===== src/rtl/pipe_hazard_ctrl_if.sv =====
// ID-stage request and hazard-control response bundle
// shared between the decode stage and pipe_hazard_ctrl.
interface pipe_hazard_ctrl_if #(
  parameter int REG_ADDR_W = 4,
  parameter int SEL_W      = 4
);
  logic                  id_valid;
  logic [REG_ADDR_W-1:0] id_src1;
  logic [REG_ADDR_W-1:0] id_src2;
  logic                  id_two_src;
  logic [REG_ADDR_W-1:0] id_dest;
  logic                  id_wb_en;
  logic                  id_mem_r_en;
  logic                  branch_taken;
  logic                  freeze;
  logic                  flush;
  logic                  bubble;
  logic [SEL_W-1:0]      fwd_sel1;
  logic [SEL_W-1:0]      fwd_sel2;

  modport master (
    output id_valid, id_src1, id_src2, id_two_src,
    output id_dest, id_wb_en, id_mem_r_en, branch_taken,
    input  freeze, flush, bubble, fwd_sel1, fwd_sel2
  );

  modport slave (
    input  id_valid, id_src1, id_src2, id_two_src,
    input  id_dest, id_wb_en, id_mem_r_en, branch_taken,
    output freeze, flush, bubble, fwd_sel1, fwd_sel2
  );
endinterface


===== src/rtl/pipe_hazard_ctrl.sv =====
// In-order hazard controller: tracks post-ID destination
// tags and derives freeze/flush/bubble, forwarding, perf counters.
module pipe_hazard_ctrl #(
  parameter int DEPTH      = 3,
  parameter int REG_ADDR_W = 4,
  parameter int FWD_EN     = 0,
  parameter int CNT_W      = 32,
  parameter int SEL_W      = 4
) (
  input  logic             clk,
  input  logic             rst,
  pipe_hazard_ctrl_if.slave hif,
  output logic [DEPTH-1:0] stage_valid,
  output logic [CNT_W-1:0] stall_count,
  output logic [CNT_W-1:0] retire_count
);

  typedef struct packed {
    logic                  valid;
    logic                  wb_en;
    logic                  mem_r_en;
    logic [REG_ADDR_W-1:0] dest;
  } tag_t;

  tag_t             stage_q [DEPTH];
  logic [DEPTH-2:0] m1;
  logic [DEPTH-2:0] m2;
  logic             use1;
  logic             use2;
  logic             hz;
  logic             issue;
  logic [SEL_W-1:0] sel1;
  logic [SEL_W-1:0] sel2;

  // WB stage excluded: the register file writes on negedge
  always_comb begin
    use1 = hif.id_valid;
    use2 = hif.id_valid & hif.id_two_src;
    m1   = '0;
    m2   = '0;
    for (int s = 0; s < DEPTH-1; s++) begin
      m1[s] = use1 & stage_q[s].valid & stage_q[s].wb_en
            & (stage_q[s].dest == hif.id_src1);
      m2[s] = use2 & stage_q[s].valid & stage_q[s].wb_en
            & (stage_q[s].dest == hif.id_src2);
    end
  end

  always_comb begin
    hz   = 1'b0;
    sel1 = '0;
    sel2 = '0;
    if (FWD_EN != 0) begin
      hz = stage_q[0].mem_r_en & (m1[0] | m2[0]);
      // scan oldest to youngest so the youngest match wins
      for (int s = DEPTH-2; s >= 0; s--) begin
        if (m1[s]) sel1 = SEL_W'(s + 1);
        if (m2[s]) sel2 = SEL_W'(s + 1);
      end
    end else begin
      hz = |{m1, m2};
    end
  end

  assign issue        = hif.id_valid & ~hz & ~hif.branch_taken;
  assign hif.freeze   = hz & ~hif.branch_taken;
  assign hif.flush    = hif.branch_taken;
  assign hif.bubble   = ~issue;
  assign hif.fwd_sel1 = sel1;
  assign hif.fwd_sel2 = sel2;

  always_comb begin
    stage_valid = '0;
    for (int s = 0; s < DEPTH; s++)
      stage_valid[s] = stage_q[s].valid;
  end

  always_ff @(posedge clk or negedge rst) begin
    if (!rst) begin
      for (int i = 0; i < DEPTH; i++)
        stage_q[i] <= '0;
    end else begin
      if (issue) begin
        stage_q[0].valid    <= 1'b1;
        stage_q[0].wb_en    <= hif.id_wb_en;
        stage_q[0].mem_r_en <= hif.id_mem_r_en;
        stage_q[0].dest     <= hif.id_dest;
      end else begin
        stage_q[0] <= '0;
      end
      for (int i = 1; i < DEPTH; i++)
        stage_q[i] <= stage_q[i-1];
    end
  end

  always_ff @(posedge clk or negedge rst) begin
    if (!rst) begin
      stall_count  <= '0;
      retire_count <= '0;
    end else begin
      if (hif.freeze && stall_count != '1)
        stall_count <= stall_count + 1'b1;
      if (stage_q[DEPTH-1].valid && retire_count != '1)
        retire_count <= retire_count + 1'b1;
    end
  end

endmodule


===== src/flat_wrapper.sv =====
// flat-port wrapper written by rule: the top's interface ports become plain ports
module pipe_hazard_ctrl_flat 
#(
  parameter int DEPTH      = 3,
  parameter int REG_ADDR_W = 4,
  parameter int FWD_EN     = 0,
  parameter int CNT_W      = 32,
  parameter int SEL_W      = 4
)
  (clk, rst, stage_valid, stall_count, retire_count, hif_id_valid, hif_id_src1, hif_id_src2, hif_id_two_src, hif_id_dest, hif_id_wb_en, hif_id_mem_r_en, hif_branch_taken, hif_freeze, hif_flush, hif_bubble, hif_fwd_sel1, hif_fwd_sel2);
  pipe_hazard_ctrl_if #(.REG_ADDR_W(REG_ADDR_W), .SEL_W(SEL_W)) hif_i ();
  input  logic clk;
  input  logic rst;
  output logic [DEPTH-1:0] stage_valid;
  output logic [CNT_W-1:0] stall_count;
  output logic [CNT_W-1:0] retire_count;
  input wire logic [$bits(hif_i.id_valid)-1:0] hif_id_valid;
  input wire logic [$bits(hif_i.id_src1)-1:0] hif_id_src1;
  input wire logic [$bits(hif_i.id_src2)-1:0] hif_id_src2;
  input wire logic [$bits(hif_i.id_two_src)-1:0] hif_id_two_src;
  input wire logic [$bits(hif_i.id_dest)-1:0] hif_id_dest;
  input wire logic [$bits(hif_i.id_wb_en)-1:0] hif_id_wb_en;
  input wire logic [$bits(hif_i.id_mem_r_en)-1:0] hif_id_mem_r_en;
  input wire logic [$bits(hif_i.branch_taken)-1:0] hif_branch_taken;
  output wire logic [$bits(hif_i.freeze)-1:0] hif_freeze;
  output wire logic [$bits(hif_i.flush)-1:0] hif_flush;
  output wire logic [$bits(hif_i.bubble)-1:0] hif_bubble;
  output wire logic [$bits(hif_i.fwd_sel1)-1:0] hif_fwd_sel1;
  output wire logic [$bits(hif_i.fwd_sel2)-1:0] hif_fwd_sel2;
  assign hif_i.id_valid = hif_id_valid;
  assign hif_i.id_src1 = hif_id_src1;
  assign hif_i.id_src2 = hif_id_src2;
  assign hif_i.id_two_src = hif_id_two_src;
  assign hif_i.id_dest = hif_id_dest;
  assign hif_i.id_wb_en = hif_id_wb_en;
  assign hif_i.id_mem_r_en = hif_id_mem_r_en;
  assign hif_i.branch_taken = hif_branch_taken;
  assign hif_freeze = hif_i.freeze;
  assign hif_flush = hif_i.flush;
  assign hif_bubble = hif_i.bubble;
  assign hif_fwd_sel1 = hif_i.fwd_sel1;
  assign hif_fwd_sel2 = hif_i.fwd_sel2;
  pipe_hazard_ctrl #(.DEPTH(DEPTH), .REG_ADDR_W(REG_ADDR_W), .FWD_EN(FWD_EN), .CNT_W(CNT_W), .SEL_W(SEL_W)) u_core (.clk(clk), .rst(rst), .hif(hif_i), .stage_valid(stage_valid), .stall_count(stall_count), .retire_count(retire_count));
endmodule

===== config.mk =====
export PLATFORM = sky130hd
export DESIGN_NAME = pipe_hazard_ctrl_flat
export DESIGN_NICKNAME = d
export VERILOG_FILES = /design/src/rtl/pipe_hazard_ctrl_if.sv /design/src/rtl/pipe_hazard_ctrl.sv /design/src/flat_wrapper.sv
export SDC_FILE = /design/constraint.sdc
export NUM_CORES = 1
export LEC_CHECK = 0
export BUFFER_PORTS_ARGS = -buffer_cell sky130_fd_sc_hd__buf_4
export CAP_MARGIN = 20
export CORE_ASPECT_RATIO = 1.2
export CORE_MARGIN = 2
export CORE_UTILIZATION = 25
export CTS_BUF_LIST = sky130_fd_sc_hd__clkbuf_4 sky130_fd_sc_hd__clkbuf_8
export DETAILED_ROUTE_END_ITERATION = 16
export SLEW_MARGIN = 20
export SYNTH_ARGS = -nofsm -noshare
export SYNTH_HDL_FRONTEND = slang
export SYNTH_SLANG_ARGS = --single-unit

===== constraint.sdc =====
create_clock -name clk -period 4.5 [get_ports clk]
set_clock_uncertainty 0.15 [all_clocks]
set_input_delay 0.9 -clock clk [delete_from_list [all_inputs] [get_ports clk]]
set_output_delay 0.9 -clock clk [all_outputs]
set_load 0.02 [all_outputs]

### After elaboration in Yosys (flattened, before gate mapping)

Cells that the tools add are included.

* logic and storage cells: 40
* input port bits: 19
* flip-flop bits (word level): 77

* eq/ne operators: 6
* bitwise operators: 19
* add/sub/neg operators: 2
* reduce and logical (&&, ||, !) cells: 3
* mux-type cells: 1

Operators by type and width (count)
* adder 32 x 1 -> 32 bit, second input constant: 2
* != test 32 bit, second input constant: 2
* AND 1 bit: 16
* == test 4 bit: 4
* 2-to-1 mux 7 bit: 1
* OR reduction 4 bit: 1
* NOT 1 bit: 3
* logical AND 1 bit: 2

### Longest topological paths before layout

Gate-level depths: netlist (run 1).

* word-level depth: 9
* gate-level depth with buffers: 8
* gate-level depth less buffers: 8

### Worst setup path before layout (run 1)

No wires, ideal clock.

* path kind: input-to-output
* start point: in hif_id_src1[1]
* end point: out hif_freeze
* slack: 1473 ps
* data arrival time: 1977 ps
* buffers on the path: 1
* required time: 3450 ps
* stages: 5
* path through: xor2_1 o41ai_1 o21bai_1 buf_2 inv_1

* longest elaborated chain between the ends: 4

RTL lines
* from (decl): RTL line flat_wrapper.sv:18 `input wire logic [$bits(hif_i.id_src1)-1:0] hif_id_src1;`
* == test 4 bit: RTL line pipe_hazard_ctrl.sv:43 `& (stage_q[s].dest == hif.id_src1);`
* AND 1 bit: RTL line pipe_hazard_ctrl.sv:43
* OR reduction 4 bit *: RTL line pipe_hazard_ctrl.sv:61 `hz = |{m1, m2};`
* AND 1 bit *: RTL line pipe_hazard_ctrl.sv:66 `assign hif.freeze = hz & ~hif.branch_taken;`
* to (decl): RTL line flat_wrapper.sv:25 `output wire logic [$bits(hif_i.freeze)-1:0] hif_freeze;`

Every way passes the cells marked *; elsewhere a longest branch is shown, timed or not.

### Worst setup path in the final report (run 1)

* start point: in hif_id_src1[2]
* end point: out hif_freeze

The elaborated chain is that of the path after synthesis.

==> impl_summary.log, run 1 <==
INFO  metric synth_cells = 348
INFO  metric cell_area_after_placement = 4537 µm²
INFO  metric cts.clk_slew.worst_paths = 0.07 ns
INFO  metric final-seq-area = 1927 µm²
INFO  metric placement_rows = 48
INFO  metric cts_hold_repair.buffers = 0
INFO  metric setup.worst_path.class = in -> out
INFO  metric drive_above_1_share = 26.03%
INFO  metric max_cap_viol_count = 0
INFO  metric final_cell_mix = 88 x sky130_fd_sc_hd__buf_4, 77 x sky130_fd_sc_hd__dfrtp_1, 49 x sky130_fd_sc_hd__xor2_1
INFO  metric ys_seq_area_share = 51.63%
INFO  metric area_occupied_by_multi_input_gates = 1687 µm²
INFO  metric dp_slack = 1.131 ns
INFO  metric floorplan.initialDensity = 25.79%
INFO  metric syn2layout_area_growth = 27.69%
INFO  metric worst-slew-pin-transition = 0.9520 ns
INFO  metric synth_warnings = 0
INFO  metric rsz0062_at_grt = false
INFO  metric clkLatencyLatePin = 0.36 ns
INFO  metric cts_num_sinks = 77
INFO  metric fmax = 0.2980 GHz
INFO  metric gp_congestion = 0.8854
INFO  metric totalWireLength = 8833 µm
INFO  metric critPathCaptureType = output pin
INFO  metric most_common_cell_after_layout_fill_and_taps_aside = sky130_fd_sc_hd__buf_4
INFO  metric cp_slowest_cell = sky130_fd_sc_hd__o41ai_1
INFO  metric final.min_clock_period = 3.356 ns
INFO  metric i_o_buffers = 87
INFO  metric antennaDiodeCount = 0
INFO  metric drt.antenna.violating_nets = 0
INFO  metric die-height = 137.8 µm
INFO  metric worstPathMaxFanout = 32
INFO  metric ys_ff_latch = 77
INFO  metric dr_total_vias = 2,799
INFO  metric worst_ir_drop_vdd = 0.1481 mV
INFO  metric finalSetupViolCount = 0
INFO  metric areal_power_density_over_the_cells = 319.8 nW/µm²
INFO  metric grtUsageTotal = 11.68%
INFO  metric detail_route.drc_violations = 0
INFO  metric htreeDepth = 3
INFO  metric global_route_wire_length_before_repair = 14,370 µm
INFO  metric cts-root-buf = sky130_fd_sc_hd__clkbuf_8
INFO  metric dr.first_iter.drc_count = 158
INFO  metric element_type_at_the_critical_path_start = primary input
INFO  metric slew_headroom = 36.53%
INFO  metric first_global_vias = 2,774
INFO  metric die_w = 115.5 µm
INFO  metric leak_pwr = 2.391 nW
INFO  metric fin_area = 4766 µm²
INFO  metric wire_per_inst = 13.84 µm
INFO  metric overflow = 0
INFO  metric crit_path_cell_trace = buf_4, xnor2_1, nand4_1, o41ai_1, o21bai_2, buf_4, inv_1, buf_4
INFO  metric num-nets-final = 455
INFO  metric worstPathRequired = 3.45 ns
INFO  metric run_status = finished clean
INFO  metric antenna_found_initial = 0
INFO  metric postSynth.topFlopCell = sky130_fd_sc_hd__dfrtp_1
INFO  metric vias_per_cell = 4.387
INFO  metric grt_start_max_net_pins = 78
INFO  metric cts_buffer_depth = 2
INFO  metric total_setup_buffers_inserted_after_cts = 0
INFO  metric synth.avg_cell_area = 10.73 µm²
INFO  metric totalNegativeSetupSlack = 0 ns
INFO  metric crit_path_max_incr_delay = 0.41 ns
INFO  metric final-hold-violation-count = 0
INFO  metric firstDrtPassIters = 4
INFO  metric timing.critical_path.mode_cell = sky130_fd_sc_hd__buf_4
INFO  metric detailed_place_hpwl = 6457 µm
INFO  metric syn-cell-area = 3732 µm²
INFO  metric die_area = 15,930 µm²
INFO  metric worst-endpoint-arrival = 2.31 ns
INFO  metric final.fill_count = 1,462
INFO  metric synth_edf_count = 0
INFO  metric holdCritPathClass = reg -> reg
INFO  metric synth.lib_cells_used.distinct = 38
INFO  metric slew_limit_fails = 0
INFO  metric async_flop_share = 100.0%
INFO  metric finalCritPeriodShare = 74.57%
INFO  metric numCtsBuffers = 9
INFO  metric tritoncts_clock_tree = built
INFO  metric area_of_the_core = 14,470 µm²
INFO  metric cts_resized = 0
INFO  metric postLayoutSetupSlackWorst = 1.144 ns
INFO  metric io_pins = 97
INFO  metric design_power_total = 1.524 mW
[synthesized netlist by cell type (all sizes together), types with 2 or more instances]
| library cell | instances | share of area (%) |
|---|---|---|
| and2 | 5 | 0.84 |
| and3 | 12 | 2.0 |
| and4 | 2 | 0.47 |
| buf | 15 | 3.2 |
| clkbuf | 5 | 0.50 |
| dfrtp | 77 | 52 |
| ha | 2 | 0.67 |
| inv | 5 | 0.50 |
| mux2 | 3 | 1.0 |
| nand2 | 25 | 2.5 |
| nand2b | 3 | 0.50 |
| nand3 | 26 | 3.5 |
| nand4 | 19 | 3.2 |
| nor2 | 20 | 2.5 |
| nor3 | 20 | 2.7 |
| nor3b | 2 | 0.40 |
| nor4 | 13 | 2.2 |
| nor4b | 3 | 0.70 |
| or2 | 2 | 0.34 |
| xnor2 | 28 | 6.6 |
| xor2 | 49 | 11 |
[cell type report]
| type | count | share of cell area (%) |
|---|---|---|
| multi-input combinational | 253 | 35.39 |
| tap | 200 | 5.251 |
| clock buffer | 10 | 2.888 |
| inverter | 5 | 0.3938 |
| clock inverter | 5 | 1.785 |
| timing repair buffer | 88 | 13.86 |
| sequential | 77 | 40.43 |
[registers in the layout, indices dropped and copies added, names as in the netlist]
| register | cells |
|---|---|
| u_core.stall_count | 32 |
| u_core.stage_q | 10 |
| u_core.retire_count | 32 |
| u_core.stage_valid | 3 |
[per-layer routing]
layer  vias to the layer above  track usage [%]  routed length [µm]
met2                        81            19.46                4249
met5                         -                0                   0
met1                      1355            14.26                3997
li1                       1355                -                   -
met4                         0            3.614                  90
met3                         8            3.828                 496
[power breakdown]
part	switching, mW	internal [mW]
clock network	0.264	0.326
registers	0.0383	0.722
logic	0.0962	0.0772
[metrics by stage]
step	hold slack, ns	util, %	std cells
2_1_floorplan	0.2243	-	355
3_3_place_gp	0.2399	31.35	623
3_5_place_dp	0.2445	31.35	623
4_1_cts	0.2624	32.88	638
5_1_grt	0.2859	32.93	638
6_report	0.2609	32.93	638
[cells by family after synthesis]
logic type	count (synthesis)	share of synthesized area (%)
other	1	0.1005
and+or+nand+nor	156	22.83
DFF	77	51.63
AOI/OAI and AO/OA	7	1.542
muxes	3	1.006
xor gates and xnor gates	77	18.07
adders and majority gates	2	0.6704
buffers and inverters	25	4.157
[critical path, delay by kind of cell]
kind | cells | cell delay, ns
buf+inv | 4 | 0.61
compound gates | 2 | 0.54
xor+xnor | 1 | 0.13
simple gates | 1 | 0.11
[worst paths after layout]
kind | from | endpoint | slack (ns) | cells past startpoint
hold reg to reg | u_core.stage_q[19]$_DFF_PN0_ | u_core.stage_q[12]$_DFF_PN0_ | 0.26 | 0
max in group asynchronous | rst | u_core.stall_count[28]$_DFFE_PN0P_ | 3.03 | 1
min in group asynchronous | rst | u_core.retire_count[5]$_DFFE_PN0P_ | 0.54 | 1
setup / recovery | hif_id_src1[2] | hif_freeze | 1.14 | 8
setup reg to reg | u_core.stall_count[0]$_DFFE_PN0P_ | u_core.stall_count[1]$_DFFE_PN0P_ | 1.86 | 7
hold / removal | u_core.stage_q[19]$_DFF_PN0_ | u_core.stage_q[12]$_DFF_PN0_ | 0.26 | 0
(Power assumes the default switching activity.)
==> run 2: changes to the inputs <==
- clock period: 4.5 -> 3 ns (I/O delays scaled with it)
==> run 2 against run 1 <==
  * Non-clock buffer count grew 4
  * First-iteration DRC count decreased by 31%
  * Via count increased by 2.3%
  * Critical path depth fell by 1
  * Utilization is 0.60 points higher
  * Sequential share of layout area fell by 0.72 points
  * Worst hold slack got worse by 0.0013 ns
  * Clock-buffer cell count is the same
  * Global-route usage is 0.25 points higher
  * Total power is 55% higher
  * Clock power grew 62%
  * Critical path type is now reg -> out
==> impl_summary.log, run 2 (same netlist as run 1, synthesis figures left out) <==
INFO  metric comb_power_share = 11.3%
INFO  metric drt.antenna.violating_nets = 0
INFO  metric first_global_vias = 2,877
INFO  metric holdPathStages = 0
INFO  metric whs = 0.2596 ns
INFO  metric floorplan.initialDensity = 25.79%
INFO  metric grt_start_max_net_pins = 78
INFO  metric worstRegToRegCells = 7
INFO  metric numCtsBuffers = 9
INFO  metric vias_per_cell = 4.453
INFO  metric timing.hold.worst.start = u_core.stage_q[19]$_DFF_PN0_
INFO  metric finalCritPeriodShare = 89.97%
INFO  metric dr.first_iter.drc_count = 109
INFO  metric wire_per_inst = 13.98 µm
INFO  metric clkLatencyLatePin = 0.36 ns
INFO  metric areal_power_density_over_the_cells = 487.8 nW/µm²
INFO  metric internal-power = 1.765 mW
INFO  metric fmax = 0.3705 GHz
INFO  metric slew_limit_fails = 0
INFO  metric drive_above_1_share = 26.64%
INFO  metric totalNegativeSetupSlack = 0 ns
INFO  metric max_cap_viol_count = 0
INFO  metric setup.worst_path.class = reg -> out
INFO  metric holdCritPathClass = reg -> reg
INFO  metric most_common_cell_after_layout_fill_and_taps_aside = sky130_fd_sc_hd__buf_4
INFO  metric grtUsageTotal = 11.93%
INFO  metric die_area = 15,930 µm²
INFO  metric worstPathRequired = 2.25 ns
INFO  metric final_cell_mix = 89 x sky130_fd_sc_hd__buf_4, 77 x sky130_fd_sc_hd__dfrtp_1, 49 x sky130_fd_sc_hd__xor2_1
INFO  metric timing.critical_path.max_delay_family = simple AND/OR/NAND/NOR gates
INFO  metric worstPathMaxFanout = 7
INFO  metric leak_pwr = 2.442 nW
INFO  metric cp_slowest_cell = sky130_fd_sc_hd__dfrtp_1
INFO  metric htreeDepth = 3
INFO  metric cts.clk_slew.worst_paths = 0.08 ns
INFO  metric worst-endpoint-arrival = 1.95 ns
INFO  metric final.fill_count = 1,467
INFO  metric placement_rows = 48
INFO  metric dr_total_vias = 2,863
INFO  metric antennaDiodeCount = 0
INFO  metric final-hold-violation-count = 0
INFO  metric num-nets-final = 459
INFO  metric slew_headroom = 56.68%
INFO  metric global_route_wire_length_before_repair = 14,720 µm
INFO  metric io_pins = 97
INFO  metric detailed_place_hpwl = 6479 µm
INFO  metric element_type_at_the_critical_path_start = flip-flop
INFO  metric regToRegSetupSlack = 0.39 ns
INFO  metric gp_congestion = 0.8904
INFO  metric die_w = 115.5 µm
INFO  metric critPathCaptureType = output pin
INFO  metric regToRegEndpoint = u_core.stall_count[1]$_DFFE_PN0P_
INFO  metric clock_power_share = 40.4%
INFO  metric critPathBufInv = 2
INFO  metric run_status = finished clean
INFO  metric final.min_clock_period = 2.699 ns
INFO  metric syn2layout_area_growth = 30.00%
INFO  metric crit_path_max_incr_delay = 0.42 ns
INFO  metric cts-root-buf = sky130_fd_sc_hd__clkbuf_8
INFO  metric die-height = 137.8 µm
INFO  metric netSwitchingFraction = 25.43%
INFO  metric total_setup_buffers_inserted_after_cts = 0
INFO  metric area_of_the_core = 14,470 µm²
INFO  metric reg_to_reg_critical_path_startpoint = u_core.stall_count[0]$_DFFE_PN0P_
INFO  metric antenna_found_initial = 0
INFO  metric power.sequential.fraction = 48.2%
INFO  metric totalWireLength = 8987 µm
INFO  metric worst_ir_drop_vdd = 0.3309 mV
INFO  metric tritoncts_clock_tree = built
INFO  metric holdPathEnd = u_core.stage_q[12]$_DFF_PN0_
INFO  metric rsz0062_at_grt = false
INFO  metric overflow = 0
INFO  metric detail_route.drc_violations = 0
INFO  metric i_o_buffers = 87
INFO  metric crit_path_cell_trace = xnor2_1, nand4_1, o41ai_2, nor2_1, and3b_1, inv_1, buf_4
INFO  metric worst-slew-pin-transition = 0.6430 ns
INFO  metric cts_num_sinks = 77
INFO  metric reg_top3 = u_core.retire_count (32), u_core.stall_count (32), u_core.stage_q (10)
INFO  metric total_switching_power = 601.8 µW
INFO  metric finalSetupViolCount = 0
INFO  metric cts_buffer_depth = 2
INFO  metric firstDrtPassIters = 4
## run 2: how the worst max path moves through the flow
stage	from	to	slack, ns	depth (start not counted)
2_1_floorplan	u_core.stall_count[0]$_DFFE_PN0P_	u_core.stall_count[28]$_DFFE_PN0P_	0.56	6
3_3_place_gp	hif_id_src1[2]	hif_bubble	0.28	8
3_5_place_dp	hif_id_src1[2]	u_core.stall_count[28]$_DFFE_PN0P_	0.30	8
4_1_cts	u_core.stage_q[16]$_DFF_PN0_	hif_bubble	0.18	7
5_1_grt	u_core.stage_q[16]$_DFF_PN0_	hif_bubble	0.04	7
6_report	u_core.stage_q[16]$_DFF_PN0_	hif_bubble	0.30	7
## run 2: layout make-up
| type | count | area [µm²] | share of cell area (%) |
|---|---|---|---|
| flip-flops and latches | 77 | 1927 | 39.71 |
| multi-input cells | 253 | 1688 | 34.79 |
| repair buffers | 92 | 725.7 | 14.96 |
| well taps | 200 | 250.2 | 5.157 |
| clock buffers | 10 | 131.4 | 2.708 |
| clock inverters | 6 | 111.4 | 2.295 |
| inverters | 5 | 18.77 | 0.3868 |
## run 2: what timing repair did
action                                 CTS  global route
gates resized for setup                  0             1
hold buffers                             0             1
setup endpoints to repair                0             1
endpoints found under the hold margin    0            21
## run 2: per-layer routing
layer / wire [µm] / GRT usage (%) / up-vias
met4: 136 / 3.815 / 0
li1: - / - / 1365
met1: 3949 / 14.77 / 1408
met2: 4396 / 19.75 / 78
met5: 0 / 0 / -
met3: 504 / 3.652 / 12
## run 2: worst reg2reg max path, delay by kind of cell (launching register included)
| kind | cells | cell delay, ns |
|---|---|---|
| and+or+nand+nor | 5 | 1.45 |
| DFF | 1 | 0.42 |
| muxes | 1 | 0.30 |
| adders and majority gates | 1 | 0.18 |
## run 2: per-stage QoR
| step | utilization (%) | power, mW | setup slack, ns | area, µm² | std cells |
|---|---|---|---|---|---|
| after global placement | 31.54 | 1.420 | 0.2779 | 4564 | 625 |
| final | 33.52 | 2.367 | 0.3008 | 4852 | 643 |
| after global routing | 33.52 | 2.482 | 0.04392 | 4852 | 643 |
| after detailed placement | 31.54 | 1.426 | 0.3013 | 4564 | 625 |
| after CTS | 33.21 | 2.402 | 0.1813 | 4807 | 641 |
| after floorplan | - | 1.301 | 0.5638 | 3759 | 355 |
## run 2: power groups by stage
stage                     clock network (mW)  logic, mW  registers [mW]
final                                  0.957      0.268            1.14
after global routing                    1.04      0.296            1.15
after CTS                              0.995      0.266            1.14
after detailed placement                   0      0.264            1.16
after global placement                     0      0.260            1.16
after floorplan                            0      0.104            1.20
